==> src/rtl/plugin_recurrence.sv <==
// Plugin accelerator computing the n-th term of Fibonacci, Lucas, Tribonacci or Pell.
// Start/busy/done handshake with overflow and index-range reporting plus abort.
module plugin_recurrence #(
    parameter int XLEN  = 32,
    parameter int MAX_N = 1023
) (
    input  logic            clk,
    input  logic            reset_n,
    input  logic            start,
    input  logic            abort,
    output logic            busy,
    output logic            done,
    input  logic [XLEN-1:0] operand_a,
    input  logic [XLEN-1:0] operand_b,
    output logic [XLEN-1:0] result,
    output logic            ovf,
    output logic            err
);

    typedef enum logic [1:0] {
        IDLE   = 2'd0,
        INIT   = 2'd1,
        CALC   = 2'd2,
        FINISH = 2'd3
    } state_t;

    localparam logic [1:0] MODE_FIB   = 2'd0;
    localparam logic [1:0] MODE_LUCAS = 2'd1;
    localparam logic [1:0] MODE_TRIB  = 2'd2;
    localparam logic [1:0] MODE_PELL  = 2'd3;

    state_t          state_reg;
    logic [XLEN-1:0] n_reg;
    logic [XLEN-1:0] cnt_reg;
    logic [1:0]      mode_reg;
    logic            ovf_acc_reg;
    // t2 holds a(i-1), t1 a(i-2), t0 a(i-3)
    logic [XLEN-1:0] t0_reg;
    logic [XLEN-1:0] t1_reg;
    logic [XLEN-1:0] t2_reg;

    logic [XLEN-1:0] k0;
    logic [XLEN-1:0] term_next;
    logic            carry_next;
    logic [XLEN:0]   sum_ab;
    logic [XLEN:0]   sum_pell;
    logic [XLEN:0]   sum_t1;
    logic [XLEN:0]   sum_t2;
    logic            unused_operand_b;

    assign unused_operand_b = ^operand_b[XLEN-1:2];

    assign k0 = (mode_reg == MODE_TRIB) ? XLEN'(3) : XLEN'(2);

    assign sum_ab   = {1'b0, t1_reg} + {1'b0, t2_reg};
    assign sum_pell = {1'b0, t2_reg[XLEN-2:0], 1'b0} + {1'b0, t1_reg};
    assign sum_t1   = {1'b0, t0_reg} + {1'b0, t1_reg};
    assign sum_t2   = {1'b0, sum_t1[XLEN-1:0]} + {1'b0, t2_reg};

    // Term value and carry for the current CALC step; Pell also carries out of the doubling
    always_comb begin
        term_next  = '0;
        carry_next = 1'b0;
        case (mode_reg)
            MODE_FIB, MODE_LUCAS: begin
                term_next  = sum_ab[XLEN-1:0];
                carry_next = sum_ab[XLEN];
            end
            MODE_TRIB: begin
                term_next  = sum_t2[XLEN-1:0];
                carry_next = sum_t1[XLEN] | sum_t2[XLEN];
            end
            default: begin
                term_next  = sum_pell[XLEN-1:0];
                carry_next = t2_reg[XLEN-1] | sum_pell[XLEN];
            end
        endcase
    end

    function automatic logic [XLEN-1:0] seed(input logic [1:0] m, input logic [1:0] i);
        logic [XLEN-1:0] v;
        v = '0;
        case (m)
            MODE_LUCAS: v = (i == 2'd0) ? XLEN'(2) : XLEN'(1);
            MODE_TRIB:  v = (i == 2'd2) ? XLEN'(1) : '0;
            default:    v = (i == 2'd1) ? XLEN'(1) : '0;
        endcase
        return v;
    endfunction

    always_ff @(posedge clk or negedge reset_n) begin
        if (!reset_n) begin
            state_reg   <= IDLE;
            busy        <= 1'b0;
            done        <= 1'b0;
            result      <= '0;
            ovf         <= 1'b0;
            err         <= 1'b0;
            n_reg       <= '0;
            cnt_reg     <= '0;
            mode_reg    <= '0;
            ovf_acc_reg <= 1'b0;
            t0_reg      <= '0;
            t1_reg      <= '0;
            t2_reg      <= '0;
        end else begin
            case (state_reg)
                IDLE: begin
                    done <= 1'b0;
                    if (start) begin
                        n_reg       <= operand_a;
                        mode_reg    <= operand_b[1:0];
                        ovf_acc_reg <= 1'b0;
                        busy        <= 1'b1;
                        state_reg   <= INIT;
                    end
                end
                INIT: begin
                    if (abort) begin
                        busy      <= 1'b0;
                        state_reg <= IDLE;
                    end else if (n_reg > XLEN'(MAX_N)) begin
                        result    <= '0;
                        ovf       <= 1'b0;
                        err       <= 1'b1;
                        busy      <= 1'b0;
                        done      <= 1'b1;
                        state_reg <= FINISH;
                    end else if (n_reg < k0) begin
                        result    <= seed(mode_reg, n_reg[1:0]);
                        ovf       <= 1'b0;
                        err       <= 1'b0;
                        busy      <= 1'b0;
                        done      <= 1'b1;
                        state_reg <= FINISH;
                    end else begin
                        // Seeds are the terms just below k0, oldest in t0
                        if (mode_reg == MODE_TRIB) begin
                            t0_reg <= seed(mode_reg, 2'd0);
                            t1_reg <= seed(mode_reg, 2'd1);
                            t2_reg <= seed(mode_reg, 2'd2);
                        end else begin
                            t0_reg <= '0;
                            t1_reg <= seed(mode_reg, 2'd0);
                            t2_reg <= seed(mode_reg, 2'd1);
                        end
                        cnt_reg   <= k0;
                        state_reg <= CALC;
                    end
                end
                CALC: begin
                    if (abort) begin
                        busy      <= 1'b0;
                        state_reg <= IDLE;
                    end else if (cnt_reg == n_reg) begin
                        result    <= term_next;
                        ovf       <= ovf_acc_reg | carry_next;
                        err       <= 1'b0;
                        busy      <= 1'b0;
                        done      <= 1'b1;
                        state_reg <= FINISH;
                    end else begin
                        t0_reg      <= t1_reg;
                        t1_reg      <= t2_reg;
                        t2_reg      <= term_next;
                        ovf_acc_reg <= ovf_acc_reg | carry_next;
                        cnt_reg     <= cnt_reg + XLEN'(1);
                    end
                end
                default: begin
                    done      <= 1'b0;
                    state_reg <= IDLE;
                end
            endcase
        end
    end

endmodule

==> config.mk <==
export PLATFORM = sky130hd
export DESIGN_NAME = plugin_recurrence
export DESIGN_NICKNAME = d
export VERILOG_FILES = /design/src/rtl/plugin_recurrence.sv
export SDC_FILE = /design/constraint.sdc
export NUM_CORES = 1
export LEC_CHECK = 0
export BUFFER_PORTS_ARGS = -buffer_cell sky130_fd_sc_hd__buf_2
export CAP_MARGIN = 10
export CORE_MARGIN = 10
export CORE_UTILIZATION = 30
export CTS_CLUSTER_DIAMETER = 60
export DETAILED_ROUTE_END_ITERATION = 10
export GPL_TIMING_DRIVEN = 0
export PLACE_DENSITY = 0.44
export SKIP_LAST_GASP = 1
export SLEW_MARGIN = 20
export SYNTH_ARGS = -nofsm -noshare
export SYNTH_HDL_FRONTEND = slang
export SYNTH_SLANG_ARGS = --single-unit
==> constraint.sdc <==
create_clock -name clk -period 5.5 [get_ports clk]
set_input_delay 0.55 -clock clk [delete_from_list [all_inputs] [get_ports clk]]
set_output_delay 0.55 -clock clk [all_outputs]
set_load 0.1 [all_outputs]
==> results of run 1 <==
[layout make-up]
| type | count | area, um^2 | share of cell area (%) |
|---|---|---|---|
| multi-input combinational | 1435 | 10300 | 56.6 |
| sequential | 201 | 5030 | 27.5 |
| tap | 680 | 851 | 4.65 |
| clock buffer | 35 | 801 | 4.38 |
| timing repair buffer | 84 | 508 | 2.78 |
| buffer | 78 | 319 | 1.75 |
| clock inverter | 19 | 240 | 1.31 |
| inverter | 48 | 184 | 1.01 |
[worst paths after layout]
path / from / end / depth (start not counted)
worst max-delay path: t1_reg[0] / t2_reg[29] / 21
worst min-delay path: operand_a[9] / n_reg[9] / 2
worst max register to register: t1_reg[0] / t2_reg[29] / 21
worst min register to register: result[2] / result[2] / 2
max in group asynchronous: reset_n / cnt_reg[25] / 4
min in group asynchronous: reset_n / t0_reg[6] / 2
[cell usage after synthesis, types with 43 or more instances]
library cell | instances | area share, %
inv_1 | 45 | 1.1
a21oi_1 | 143 | 4.6
o21ai_0 | 94 | 3.0
dfrtp_1 | 201 | 32
clkbuf_1 | 57 | 1.4
a22o_1 | 69 | 3.8
nand3_1 | 43 | 1.4
mux2_2 | 62 | 4.4
xor2_1 | 63 | 3.5
nor2_1 | 123 | 2.9
a21o_1 | 55 | 2.6
nand2_1 | 159 | 3.8
xnor2_1 | 79 | 4.4
ha_1 | 133 | 11
[timing repair]
item	4_1_cts	5_1_grt
hold buffers	1	0
pin swaps	1	7
endpoints found under the hold margin	62	0
resized for setup	10	26
setup endpoints to repair	41	47
buffers inserted	2	5
[critical path, stage by stage (launching register included)]
cell	delay, ns
dfrtp_1	0.40
ha_1	0.23
fa_2	0.40
a21oi_4	0.28
o2111ai_4	0.19
o21a_1	0.24
o21ai_1	0.18
o21a_1	0.24
o21ai_1	0.14
a31oi_2	0.28
o21ai_0	0.13
xor2_1	0.30
ha_4	0.28
nand2_1	0.08
nand2_1	0.07
a21oi_2	0.17
nor2_1	0.07
o32a_1	0.35
or4_1	0.53
a21oi_2	0.18
nor4b_2	0.08
mux2_2	0.27
[power groups by stage]
stage	registers [W]	clock network, W	logic (W)
2_1_floorplan	0.00236	0	0.00163
3_3_place_gp	0.00211	0	0.00298
3_5_place_dp	0.00211	0	0.00301
4_1_cts	0.00209	0.00209	0.00302
5_1_grt	0.00212	0.00215	0.00327
6_report	0.00208	0.00203	0.00303
[metrics by stage]
stage / setup TNS (ns) / cell area [um^2] / hold WS, ns
floorplan: 0 / 15700 / 0.254
finish: 0 / 18300 / 0.192
global placement: -9.01 / 16900 / 0.462
detailed placement: -8.93 / 17000 / 0.470
CTS: 0 / 18100 / 0.166
global route: 0 / 18300 / 0.176
[kinds of logic after synthesis]
| family | share of synthesized area (%) |
|---|---|
| compound gates | 25.1 |
| simple gates | 14.8 |
| flops | 32.0 |
| xor+xnor | 7.91 |
| fa+ha+maj | 11.1 |
| buf+inv | 3.17 |
| mux | 5.91 |
[per-layer routing]
layer | global-route usage, % | vias up | routed length, um
met5 | 0 | - | 11
met4 | 5.61 | 2 | 1820
met3 | 2.40 | 93 | 2480
met2 | 29.0 | 325 | 26000
met1 | 24.0 | 6760 | 27100
li1 | - | 6854 | -
==> metrics.txt, run 1 <==
status=finished clean; CP Launch Type=flip-flop; wirelength, routed=roughly 57 mm; Synth cell types=85; worst clock skew=0.0234 ns; deepest clock path buffer count=3; Power Total=about 0.007 W; DR vias=14000; critical path arrival=5.69 ns; relative slew slack=27.0%; antenna violations before repair=1; syn avg cell area=8.91 um^2; net count after synthesis=approximately 2000; logic gate share of total power=~42%; Async SR Flop Fraction=100%; pin count of the biggest net entering global routing=76; unrepaired setup endpoints after global routing=no; placed cells=2520; Clk pin slew, worst setup/hold paths=0.06 ns; vias in the first global route=between 10000 and 15000; first-pass GRT wire length=about 87 mm; FP Rows=83; CTS Sinks=201; reg2reg setup slack=0.27 ns; EDFF count, synth=0; antenna-violating nets left=0; Final setup viols=0; Die Wd=249 um; H-tree depth=1; post-layout min period=5.23 ns; clock latency on the worst-skew pair=approximately 0.59 ns; Final period util=95.0%; Least-Margin Pin Slew=1.10 ns; Initial Util=30.5%; 1st-iter DRT viols=roughly 960; dominant synthesized flop cell=dfrtp_1; Num CTS Buffers=30; flops & latches, synth=201; fraction of layout cells with a size suffix above 1=13.3%; num ports=approximately 100; Pwr Density=391 nW/um^2; average vias per placed instance=between 5 and 6; Filler cells=about 5300; Final GP Congestion=0.922; ant diodes=0; # port buffers=73; clock network power share=between 20 and 30%; P&R area growth vs syn=16.3%; Yosys Warn Count=0; commonest non-fill, non-tap cell in the layout=dfrtp_1; DRC viols=0; nets@finish=roughly 2100; Layout Cells excl Fill=2580; CP Data Required Time=between 5 and 6 ns; Sw Pwr=0.00325 W; fmax=191 MHz; Peak VDD IR=roughly 0.29 mV; Post-Syn Area=around 16000 um^2; CTS root buf=clkbuf_16; Gate Count Post-Synth=1764; 1st-pass router iterations=5; cell internal pwr=0.00389 W; max-cap viol count=0; Detail Placement HPWL=45.1 mm; Max FO, Critical Path=7; CP Class=reg -> reg; die area=~62000 um^2; most frequent cells in the layout=dfrtp_1 (200), nand2_1 (159), a21oi_1 (139), ha_1 (129), nor2_1 (123); drt wl/cell=22.3 um; Flop pwr share=29.2%; crit end category=flip-flop; switch share=45.5%; Core Area=about 52000 um^2; Die Y-Extent=249 um; gr usage total=about 18%; Layout Utilization=a little over a third; CTS tree=built; global route overflow=0; final hold viol count=0; fin. max-slew vios=0; pre-CTS WS=-0.483 ns; fin worst setup slack=0.273 ns; sequential area share after synthesis=32.0%; worst hold path class=in -> reg; Leak=8.47 nW
(Power assumes the default switching activity.)
==> run 2: changes to the inputs <==
--- a/config.mk
+++ b/config.mk
@@ -5,6 +5,7 @@
 export SDC_FILE = /design/constraint.sdc
 export NUM_CORES = 1
 export LEC_CHECK = 0
+export ABC_AREA = 1
 export BUFFER_PORTS_ARGS = -buffer_cell sky130_fd_sc_hd__buf_2
 export CAP_MARGIN = 10
 export CORE_MARGIN = 10
==> run 2 against run 1 <==
  * Combinational power rose by 52%
  * Global-route usage rose by 4.6 points
  * Clock-buffer cell count rose by 10
  * Highest routed layer is now met4
==> metrics.txt, run 2 <==
status=finished clean (unchanged); clock network power share=24.1% (was 28.5%); FP Rows=90 (was 83); CTS root buf=clkbuf_16 (unchanged); Num CTS Buffers=35 (was 30); die area=70700 um^2 (was 62000 um^2); Synth top cells by count=nand2_1 (974), inv_1 (406), nor2_1 (288) (was dfrtp_1 (201), nand2_1 (159), a21oi_1 (143)); Leak=10.7 nW (was 8.47 nW); critical path arrival=5.45 ns (was 5.69 ns); Clk pin slew, worst setup/hold paths=0.06 ns (about the same); DR vias=19200 (was 14000); worst hold path class=in -> reg (unchanged); Core Area=60100 um^2 (was 51600 um^2); DRC viols=0 (unchanged); deepest clock path buffer count=3 (unchanged); EDFF count, synth=0 (unchanged); Peak VDD IR=0.315 mV (was 0.291 mV); CP Launch Type=flip-flop (unchanged); Die Wd=266 um (was 249 um); Final GP Congestion=0.967 (was 0.922); Pwr Density=446 nW/um^2 (was 391 nW/um^2); largest area contributor in the netlist=dfrtp_1 (unchanged); Sw Pwr=0.00486 W (was 0.00325 W); antenna violations before repair=1 (unchanged); final setup TNS=0 ns (unchanged); cts repair resizes=0 (was 10); relative slew slack=24.0% (was 27.0%); first-pass GRT wire length=119 mm (was 87.1 mm); fraction of layout cells with a size suffix above 1=6.45% (was 13.3%); cell internal pwr=0.00439 W (was 0.00389 W); Post-Syn Area=18200 um^2 (was 15700 um^2); average vias per placed instance=5.04 (was 5.44); Detail Placement HPWL=66.7 mm (was 45.1 mm); flops & latches, synth=201 (unchanged); Final setup viols=0 (unchanged); num ports=104 (unchanged); drt wl/cell=21.0 um (was 22.3 um); Least-Margin Pin Slew=1.14 ns (was 1.10 ns); wirelength, routed=80.2 mm (was 57.5 mm); antenna-violating nets left=0 (unchanged); syn avg cell area=6.26 um^2 (was 8.91 um^2); most frequent cells in the layout=nand2_1 (974), inv_1 (406), nor2_1 (288), nand3_1 (206), dfrtp_1 (201) (was dfrtp_1 (200), nand2_1 (159), a21oi_1 (139), ha_1 (129), nor2_1 (123)); ant diodes=0 (unchanged); P&R area growth vs syn=14.3% (was 16.3%); fin worst setup slack=0.529 ns (was 0.273 ns); gr usage total=22.4% (was 17.8%); CP Data Required Time=5.98 ns (was 5.96 ns); net count after synthesis=3106 (was 1969); Max FO, Critical Path=5 (was 7); most frequent cell on the critical path=nand2_1; CP Class=reg -> reg (unchanged); Flop pwr share=25.9% (was 29.2%); hold-fix buffers at CTS=1 (unchanged); pre-CTS WS=0.759 ns (was -0.483 ns); crit end category=flip-flop (unchanged); nets@finish=3219 (was 2083); unrepaired setup endpoints after global routing=no (unchanged); crit-path max cell delay=0.68 ns (was 0.53 ns); sequential area share after synthesis=27.7% (was 32.0%); Initial Util=30.2% (was 30.5%); worst clock skew=0.0355 ns (was 0.0234 ns); Synth top area share=27.7% (was 32.0%); logic gate share of total power=50.0% (was 42.4%); clock latency on the worst-skew pair=0.58 ns (was 0.59 ns); CTS tree=built (unchanged); final hold viol count=0 (unchanged); Async SR Flop Fraction=100% (unchanged); Worst path slowest cell=o21ai_0 (was or4_1); Gate Count Post-Synth=2901 (was 1764); Synth cell types=45 (was 85); Yosys Warn Count=0 (unchanged); 1st-pass router iterations=6 (was 5); max-cap viol count=0 (unchanged); vias in the first global route=19100 (was 14000); post-layout min period=4.97 ns (was 5.23 ns); global route overflow=0 (unchanged); setup bufs post-CTS=0 (was 2); most frequent cell after synthesis=nand2_1 (was dfrtp_1); commonest non-fill, non-tap cell in the layout=nand2_1 (was dfrtp_1); H-tree depth=2 (was 1); Final period util=90.4% (was 95.0%); Area contributors post-synth=dfrtp_1 (28%), nand2_1 (20%), ha_1 (9.2%) (was dfrtp_1 (32%), ha_1 (11%), a21oi_1 (4.6%)); CP Cell Sequence=ha_1 > nand3_1 > nand3_1 > nand2_1 > nand3_1 > a21boi_0 > o21ai_0 > xor2_1 > ha_1 > nand2_1 > nor2_1 > and2_1 > nand2_1 > nand2_1 > a21oi_1 > o21ai_0 > nand3_1 > nor2_1 > nand2_1 > o21ai_1 (was ha_1 > fa_2 > a21oi_4 > o2111ai_4 > o21a_1 > o21ai_1 > o21a_1 > o21ai_1 > a31oi_2 > o21ai_0 > xor2_1 > ha_4 > nand2_1 > nand2_1 > a21oi_2 > nor2_1 > o32a_1 > or4_1 > a21oi_2 > nor4b_2 > mux2_2); fin. max-slew vios=0 (unchanged); fmax=201 MHz (was 191 MHz); pin count of the biggest net entering global routing=91 (was 76); switch share=52.5% (was 45.5%); # port buffers=73 (unchanged); CTS Sinks=201 (unchanged); 1st-iter DRT viols=1505 (was 959); dominant synthesized flop cell=dfrtp_1 (unchanged); Die Y-Extent=266 um (was 249 um)
## run 2: cell count changes after synthesis, moves of 43 or more
| cell | before | now |
|---|---|---|
| a22o_1 | 69 | 0 |
| a21o_1 | 55 | 12 |
| xnor2_1 | 79 | 29 |
| nor2_1 | 123 | 288 |
| o21ai_0 | 94 | 147 |
| mux2_2 | 62 | 7 |
| nand3_1 | 43 | 206 |
| nand2_1 | 159 | 974 |
| inv_1 | 45 | 406 |
## run 2: per-layer routing
metal  vias up  share of wire [%]  track usage, %
met1      9087                 48            31.3
met4         0                2.4            5.85
met2       514                 44            36.2
met3        92                4.8            2.21
li1       9553                  -               -
met5         -                  0               0
## run 2: final cells by class
class / instances / area (um^2)
Fill cell: 6728 / 39400
Clock inverter: 15 / 199
Buffer: 62 / 319
Tap cell: 782 / 978
Sequential cell: 201 / 5030
Multi-Input combinational cell: 2222 / 11200
Timing Repair Buffer: 76 / 440
Clock buffer: 45 / 973
Inverter: 416 / 1560
## run 2: power groups by stage
stage	Clock [W]	Sequential [W]	Combinational, W
global placement	0	0.00240	0.00459
floorplan	0	0.00291	0.00235
global route	0.00235	0.00244	0.00502
finish	0.00222	0.00240	0.00462
CTS	0.00229	0.00238	0.00463
detailed placement	0	0.00240	0.00461
## run 2: worst max-delay path: cells and delay by family, from the launching register on
| kind | cells | cell delay, ns |
|---|---|---|
| and+or+nand+nor | 12 | 2.11 |
| AOI/OAI and AO/OA | 5 | 1.23 |
| adders and majority gates | 2 | 0.83 |
| DFF | 1 | 0.50 |
| xor gates and xnor gates | 1 | 0.24 |
## run 2: cells by family after synthesis
logic type	Yosys count	share of synthesized area, %
buf+inv	478	10.4
compound gates	408	12.3
fa+ha+maj	137	9.61
flops	201	27.7
simple gates	1599	36.2
mux	7	0.434
xor+xnor	71	3.43
## run 2: path summary, 6_finish.rpt
path / start / to / slack (ns) / cells after the start
setup / recovery: t1_reg[2] / t2_reg[14] / 0.53 / 20
hold / removal: operand_a[11] / n_reg[11] / 0.20 / 2
setup reg to reg: t1_reg[2] / t2_reg[14] / 0.53 / 20
hold reg to reg: result[2] / result[2] / 0.47 / 2
max in group asynchronous: reset_n / t2_reg[26] / 4.27 / 3
min in group asynchronous: reset_n / t2_reg[6] / 0.43 / 2
## run 2: through the flow
step	total power [W]	cell area (um^2)	instances	utilization, %	hold WS [ns]
2_1_floorplan	0.00526	18200	2901	-	0.254
6_report	0.00924	20700	3819	34.5	0.204
5_1_grt	0.00981	20700	3819	34.5	0.195
3_5_place_dp	0.00701	19600	3758	32.5	0.417
3_3_place_gp	0.00699	19500	3756	32.4	0.456
4_1_cts	0.00929	20700	3819	34.5	0.177
